==> src/rtl/imem_loader.sv <==
// Serial instruction-memory loader: takes a byte stream (2-byte word count, then
// little-endian 32-bit words), writes them to RAM from address 0, and holds the CPU in reset while loading.
module imem_loader #(
  parameter int ADDR_W = 12,
  parameter int DEPTH  = 4096
) (
  input  logic              clck,
  input  logic              rst,
  input  logic              start,
  input  logic              byte_valid,
  input  logic [7:0]        byte_data,
  output logic              byte_ready,
  output logic              wr_en,
  output logic [ADDR_W-1:0] wr_addr,
  output logic [31:0]       wr_data,
  output logic              cpu_rst_n,
  output logic              busy,
  output logic              done,
  output logic              err,
  output logic [2:0]        dbg_state_o
);

  // Handshake: a byte moves on a rising edge where byte_valid && byte_ready.
  // byte_ready is a register driven from the next state only, so it never
  // depends combinationally on byte_valid.

  typedef enum logic [2:0] {
    S_IDLE = 3'd0,
    S_HDR0 = 3'd1,
    S_HDR1 = 3'd2,
    S_DATA = 3'd3,
    S_FIN  = 3'd4,
    S_ERR  = 3'd5
  } state_t;

  localparam logic [16:0]       DEPTH_L  = 17'(DEPTH);
  localparam logic [ADDR_W-1:0] ADDR_ONE = {{(ADDR_W-1){1'b0}}, 1'b1};

  state_t              state_q, state_d;
  logic [7:0]          nlo_q;
  logic [15:0]         rem_q;
  logic [ADDR_W-1:0]   waddr_q;
  logic [1:0]          bidx_q;
  logic [23:0]         asm_q;

  logic                byte_ready_q;
  logic                wr_en_q;
  logic [ADDR_W-1:0]   wr_addr_q;
  logic [31:0]         wr_data_q;
  logic                cpu_rst_n_q;
  logic                busy_q;
  logic                done_q;
  logic                err_q;

  logic                xfer;
  logic [15:0]         hdr_n;
  logic                last_byte;

  assign xfer      = byte_valid && byte_ready_q;
  assign hdr_n     = {byte_data, nlo_q};
  assign last_byte = (bidx_q == 2'd3) && (rem_q == 16'd1);

  always_comb begin
    state_d = state_q;
    case (state_q)
      S_IDLE: if (start) state_d = S_HDR0;
      S_HDR0: if (xfer) state_d = S_HDR1;
      S_HDR1: begin
        if (xfer) begin
          if (hdr_n == 16'd0)                state_d = S_IDLE;
          else if ({1'b0, hdr_n} > DEPTH_L)  state_d = S_ERR;
          else                               state_d = S_DATA;
        end
      end
      S_DATA: if (xfer && last_byte) state_d = S_FIN;
      // FIN is the cycle carrying the final write; the core stays in reset
      // and start is not honoured until IDLE is reached.
      S_FIN:  state_d = S_IDLE;
      S_ERR:  state_d = S_ERR;
      default: state_d = S_IDLE;
    endcase
  end

  always_ff @(posedge clck) begin
    if (rst) begin
      state_q      <= S_IDLE;
      nlo_q        <= 8'd0;
      rem_q        <= 16'd0;
      waddr_q      <= '0;
      bidx_q       <= 2'd0;
      asm_q        <= 24'd0;
      byte_ready_q <= 1'b0;
      wr_en_q      <= 1'b0;
      wr_addr_q    <= '0;
      wr_data_q    <= 32'd0;
      cpu_rst_n_q  <= 1'b0;
      busy_q       <= 1'b0;
      done_q       <= 1'b0;
      err_q        <= 1'b0;
    end else begin
      state_q      <= state_d;
      byte_ready_q <= (state_d == S_HDR0) || (state_d == S_HDR1) || (state_d == S_DATA);
      busy_q       <= (state_d == S_HDR0) || (state_d == S_HDR1) || (state_d == S_DATA);
      cpu_rst_n_q  <= (state_d == S_IDLE);
      err_q        <= (state_d == S_ERR);
      done_q       <= ((state_q == S_HDR1) && xfer && (hdr_n == 16'd0)) ||
                      ((state_q == S_DATA) && (state_d == S_FIN));
      wr_en_q      <= 1'b0;

      if ((state_q == S_HDR0) && xfer) begin
        nlo_q <= byte_data;
      end

      if ((state_q == S_HDR1) && xfer) begin
        rem_q   <= hdr_n;
        waddr_q <= '0;
        bidx_q  <= 2'd0;
      end

      if ((state_q == S_DATA) && xfer) begin
        bidx_q <= bidx_q + 2'd1;
        // First byte lands lowest: shift right, new byte enters at the top.
        asm_q  <= {byte_data, asm_q[23:8]};
        if (bidx_q == 2'd3) begin
          wr_en_q   <= 1'b1;
          wr_addr_q <= waddr_q;
          wr_data_q <= {byte_data, asm_q};
          waddr_q   <= waddr_q + ADDR_ONE;
          rem_q     <= rem_q - 16'd1;
        end
      end
    end
  end

  assign byte_ready  = byte_ready_q;
  assign wr_en       = wr_en_q;
  assign wr_addr     = wr_addr_q;
  assign wr_data     = wr_data_q;
  assign cpu_rst_n   = cpu_rst_n_q;
  assign busy        = busy_q;
  assign done        = done_q;
  assign err         = err_q;
  assign dbg_state_o = state_q;

endmodule

==> config.mk <==
export PLATFORM = sky130hd
export DESIGN_NAME = imem_loader
export DESIGN_NICKNAME = d
export VERILOG_FILES = /design/src/rtl/imem_loader.sv
export SDC_FILE = /design/constraint.sdc
export NUM_CORES = 1
export LEC_CHECK = 0
export CAP_MARGIN = 20
export CORE_MARGIN = 2
export CORE_UTILIZATION = 54
export DETAILED_ROUTE_END_ITERATION = 12
export PLACE_DENSITY = 0.79
export SKIP_CTS_REPAIR_TIMING = 1
export SLEW_MARGIN = 20
export SYNTH_ARGS = -nofsm -noshare
export SYNTH_HDL_FRONTEND = slang
export SYNTH_SLANG_ARGS = --single-unit
==> constraint.sdc <==
create_clock -name clck -period 3.3 [get_ports clck]
set_clock_uncertainty 0.2 [all_clocks]
set_input_delay 0.66 -clock clck [delete_from_list [all_inputs] [get_ports clck]]
set_output_delay 0.66 -clock clck [all_outputs]
set_load 0.02 [all_outputs]
==> Yosys cells after proc, flatten, opt, wreduce, memory -nomap -nowiden <==
Index checks and enable logic that the tools add are counted.
Widths: inputs -> output; s select.
{ "totals": {"regBits": 114, "in_bits": 12, "out_inout_bits": 53, "wordCells": 62} }
{ "op_classes": {"addsub": 3, "magnitude_cmp": 1, "n_eq_ne": 11, "muxes": 16, "bitwise_logic": 1, "n_reduce_logical": 17} }
{ "op_table": {"columns": ["operator", "count"], "rows": [
  ["$mux 16", 3],
  ["$mux 12", 3],
  ["$mux 3", 6],
  ["$eq 16x1->1 const B", 1],
  ["$gt 16x13->1 const B", 1],
  ["$logic_not 16->1", 1],
  ["$sub 16x1->16 const B", 1],
  ["$pmux 3 s5", 1],
  ["$add 12x1->12 const B", 1],
  ["$eq 3x2->1 const B", 4],
  ["$eq 3x3->1 const B", 3],
  ["$logic_and 1x1->1", 8],
  ["$eq 3x1->1 const B", 2],
  ["$logic_not 3->1", 2],
  ["$mux 2", 2],
  ["$logic_or 1x1->1", 3],
  ["$add 2x1->2 const B", 1],
  ["$eq 2x2->1 const B", 1],
  ["$reduce_and 2->1", 1],
  ["$reduce_bool 2->1", 1],
  ["$reduce_or 2->1", 1],
  ["$mux 1", 1],
  ["$not 1->1", 1]
]} }

==> Depth between registers and ports, before layout <==
{ "logic_depth": {"depth_word": 8, "depth_mapped": 7, "ltp_nobuf": 7} }

==> Worst setup path before layout <==
OpenSTA, ideal clock, no wires.
{ "synth_timing": {"path_type": "register -> register", "start": "register rem_q[11]", "end": "register cpu_rst_n_q, in the netlist cpu_rst_n", "setup_ps": 117, "arrival_ps": 1986, "slack_ps": 997, "path_stages_with_launch": 6, "path_buffers": 0, "period_less_slack_ps": 2303, "path_cell_list": "dfxtp_1 or4_4 or4_4 or3_4 and3_4 and4b_1"} }
{ "synth_via": {"elab_chain_cells": 6} }
{ "synth_lines": {"columns": ["item", "line_no", "rtl"], "rows": [
  ["start, declared", "41", "logic [15:0] rem_q;"],
  ["start signal, assigned", "115", "rem_q <= hdr_n;"],
  ["start signal, assigned", "129", "rem_q <= rem_q - 16'd1;"],
  ["$eq 16x1->1", "61", "assign last_byte = (bidx_q == 2'd3) && (rem_q == 16'd1);"],
  ["$logic_and 1x1->1", "61", null],
  ["$logic_and 1x1->1", "75", "S_DATA: if (xfer && last_byte) state_d = S_FIN;"],
  ["$mux 3", "75", null],
  ["$pmux 3 s5", "65", "case (state_q)"],
  ["$logic_not 3->1", "104", "cpu_rst_n_q <= (state_d == S_IDLE);"],
  ["end signal, assigned", "104", null],
  ["end, declared", "50", "logic cpu_rst_n_q;"]
]} }
No other way between the ends.
A chain may end at the register's enable or synchronous reset.

==> Worst setup path in the final report <==
{ "layout_timing": {"start": "register state_q[0], in the netlist dbg_state_o[0]", "end": "output dbg_state_o[0]"} }
{ "layout_rtl": {"columns": ["item", "line_no", "rtl"], "rows": [
  ["start, declared", "39", "state_t state_q, state_d;"],
  ["start signal, assigned", "101", "state_q <= state_d;"],
  ["end, declared", "20", "output logic [2:0] dbg_state_o"]
]} }
No word-level cell between the ends.

==> results.toml <==
[finish]
fillers = 628
nets = 641
regArea_sq_um = 2280
multi_input_comb_area_sq_um = 2150
drive_gt1_frac = 0.0909
synthToLayoutAreaGrowth_pct = 28.0
final_area_sq_um = 5880
n_antenna_cell = 0

[yosys]
avgSynthCellArea_sq_um = 8.05
synth_area_sq_um = 4600
synth_nets = 587
synth_top_family_by_area = "simple AND/OR/NAND/NOR gates"
yosysTopAreaCellShare = 0.497
synth_mux_area_frac = 0.0199
synth-simple-area-share = 0.255
synth_xor_area_frac = 0.00381
yosysMostFrequentCell = "nand2_1"
synth-main-ff-cell = "dfxtp_1"
synth_compound_area_frac = 0.175
ys_async_sr_fraction = 0
yosysWarnings = 0
ys_ff_latch = 114
syn_inst = 571
synth_top_area_cell = "dfxtp_1"
synth_cell_types = 53
synthTopCellsByCount = "nand2_1, dfxtp_1, a21oi_1"
synthAdderAreaFrac = 0.0109
ys_seq_area_frac = 0.497
synth.area.top_cells = "dfxtp_1, nand2_1, a21oi_1"
synth-edff-count = 0

[placed_design]
hpwl_mm = 7.37
place_congestion = 0.899
place_area_sq_um = 5320
portBuffers = 64

[global_route]
grtUsageTotal = 0.268
antenna_found_initial = 0
grt.overflow.total = 0
grt_pass1_wl_mm = 18.9
grt_max_degree = 115
grt_pass1_vias = 3921

[worst_setup_path]
cpPeakStageDelay_ps = 690
crit_required_ps = 2440
end_kind = "output port"
path_cells = "clkdlybuf4s50_1"
critPathTopFamily = "buffers and inverters"
crit_path_start_kind = "flop"
r2r_start = "rem_q[0]"
crit_path_max_fanout = 13
cp.arrival_ps = 1790
critPathBufInv = 1
crit_start = "dbg_state_o[0]"
critPathSlowestCell = "clkdlybuf4s50_1"
path_class = "reg2out"

[clock_tree]
clk_latency_ps = 520
cts_root_buf = "clkbuf_8"
htree_levels = 4
cts_tree = "built"
cts_buffers = 17
cts.sinks = 114
clk_path_buf_depth = 2
clk_pin_slew_ps = 60

[routing]
initialDrtViolationCount = 250
routedWlPerCell_um = 15.9
drt-pass1-iter-count = 5
antenna_left = 0
drc = 0
num_vias = 4245
vias_per_cell = 5.71
wirelength_mm = 11.8

[flow_run]
cap_violations = 0

[power_and_ir_drop]
p_total_w = 0.00322
vdd_drop_max_uv = 328
power.density_nw_per_um2 = 547
leakage_nw = 1.93

[timing]
setup-tns-final_ps = 0
slew_viol_final = 0
finalSetupViolations = 0
hold_viol = 0
worst_pin_slew_ps = 840
period_needed_ps = 2650
max_freq_ghz = 0.378
slew-limit-headroom = 0.438
rsz0062_at_grt = "false"
period_share = 0.803

[floorplanning]
die_w_um = 96.3
io_pins = 65
die_height_um = 96.3
core_sq_um = 8220
rows = 33
start_util = 0.559
dieArea_sq_um = 9260

[status]
outcome = "completed"

[hold_path]
hp-class = "reg2reg"
hp-start = "wr_addr[11]"
-- layout by cell type (no fill, tap or decap), drive strengths merged, types with 2 or more instances in the layout --
master,synthesis,routed
nand3b,2,2
clkdlybuf4s50,0,63
o211ai,2,2
clkinv,0,3
clkinvlp,0,5
nor3,10,10
ha,4,4
a32oi,2,2
and3b,2,2
nor2,42,42
and3,5,5
a31oi,6,6
buf,4,10
or2,2,2
nand4,3,3
o21ai,9,9
mux2i,8,8
dfxtp,114,114
a22oi,4,4
a211oi,7,7
or4,6,6
clkbuf,34,21
nor4,6,6
nand2b,3,3
nand2,152,152
inv,7,9
nand3,11,11
a21oi,96,96
o21a,2,2
o311ai,5,5
or3,8,8
-- cells by family after synthesis --
group           Yosys count
compound gates          140
xor+xnor                  2
fa+ha+maj                 4
buf+inv                  45
flops                   114
mux                       9
simple gates            257
-- where the power goes --
group	internal, W	switching (W)
Sequential	0.00139	0.0000134
Combinational	0.0000441	0.0000690
Clock	0.00106	0.000650
-- layer usage --
metal	part of all wire	global-route usage
met5	0	0
met2	0.50	0.441
met3	0.056	0.0838
met4	0.012	0.0905
met1	0.44	0.332
-- through the flow --
stage	utilization	std cells	worst slack [ps]	hold WS, ps
after CTS	0.716	743	640	253
final	0.716	743	651	253
after detailed placement	0.648	711	419	246
after global placement	0.648	711	485	241
after global routing	0.716	743	554	267
after floorplan	-	571	997	232
-- worst paths after layout --
check,cells after the start,end,slack (ps)
min reg2reg,2,wr_addr[11],250
min,2,wr_addr[11],250
max reg2reg,6,rem_q[12],740
max,1,dbg_state_o[0],650
-- state kept, by name, summed over array words and instances (netlist names) --
name / flops
asm_q: 24
bidx_q: 2
busy: 1
cpu_rst_n: 1
dbg_state_o: 3
done: 1
err: 1
nlo_q: 8
rem_q: 16
waddr_q: 12
wr_addr: 12
wr_data: 32
wr_en: 1
-- final cells by class --
| cell class | instances | area share |
|---|---|---|
| Clock buffer | 21 | 0.0780 |
| Clock inverter | 11 | 0.0176 |
| Inverter | 7 | 0.00447 |
| Multi-Input combinational cell | 412 | 0.366 |
| Sequential cell | 114 | 0.388 |
| Tap cell | 105 | 0.0223 |
| Timing Repair Buffer | 73 | 0.124 |
No activity file was read; power rests on OpenSTA's default activity.
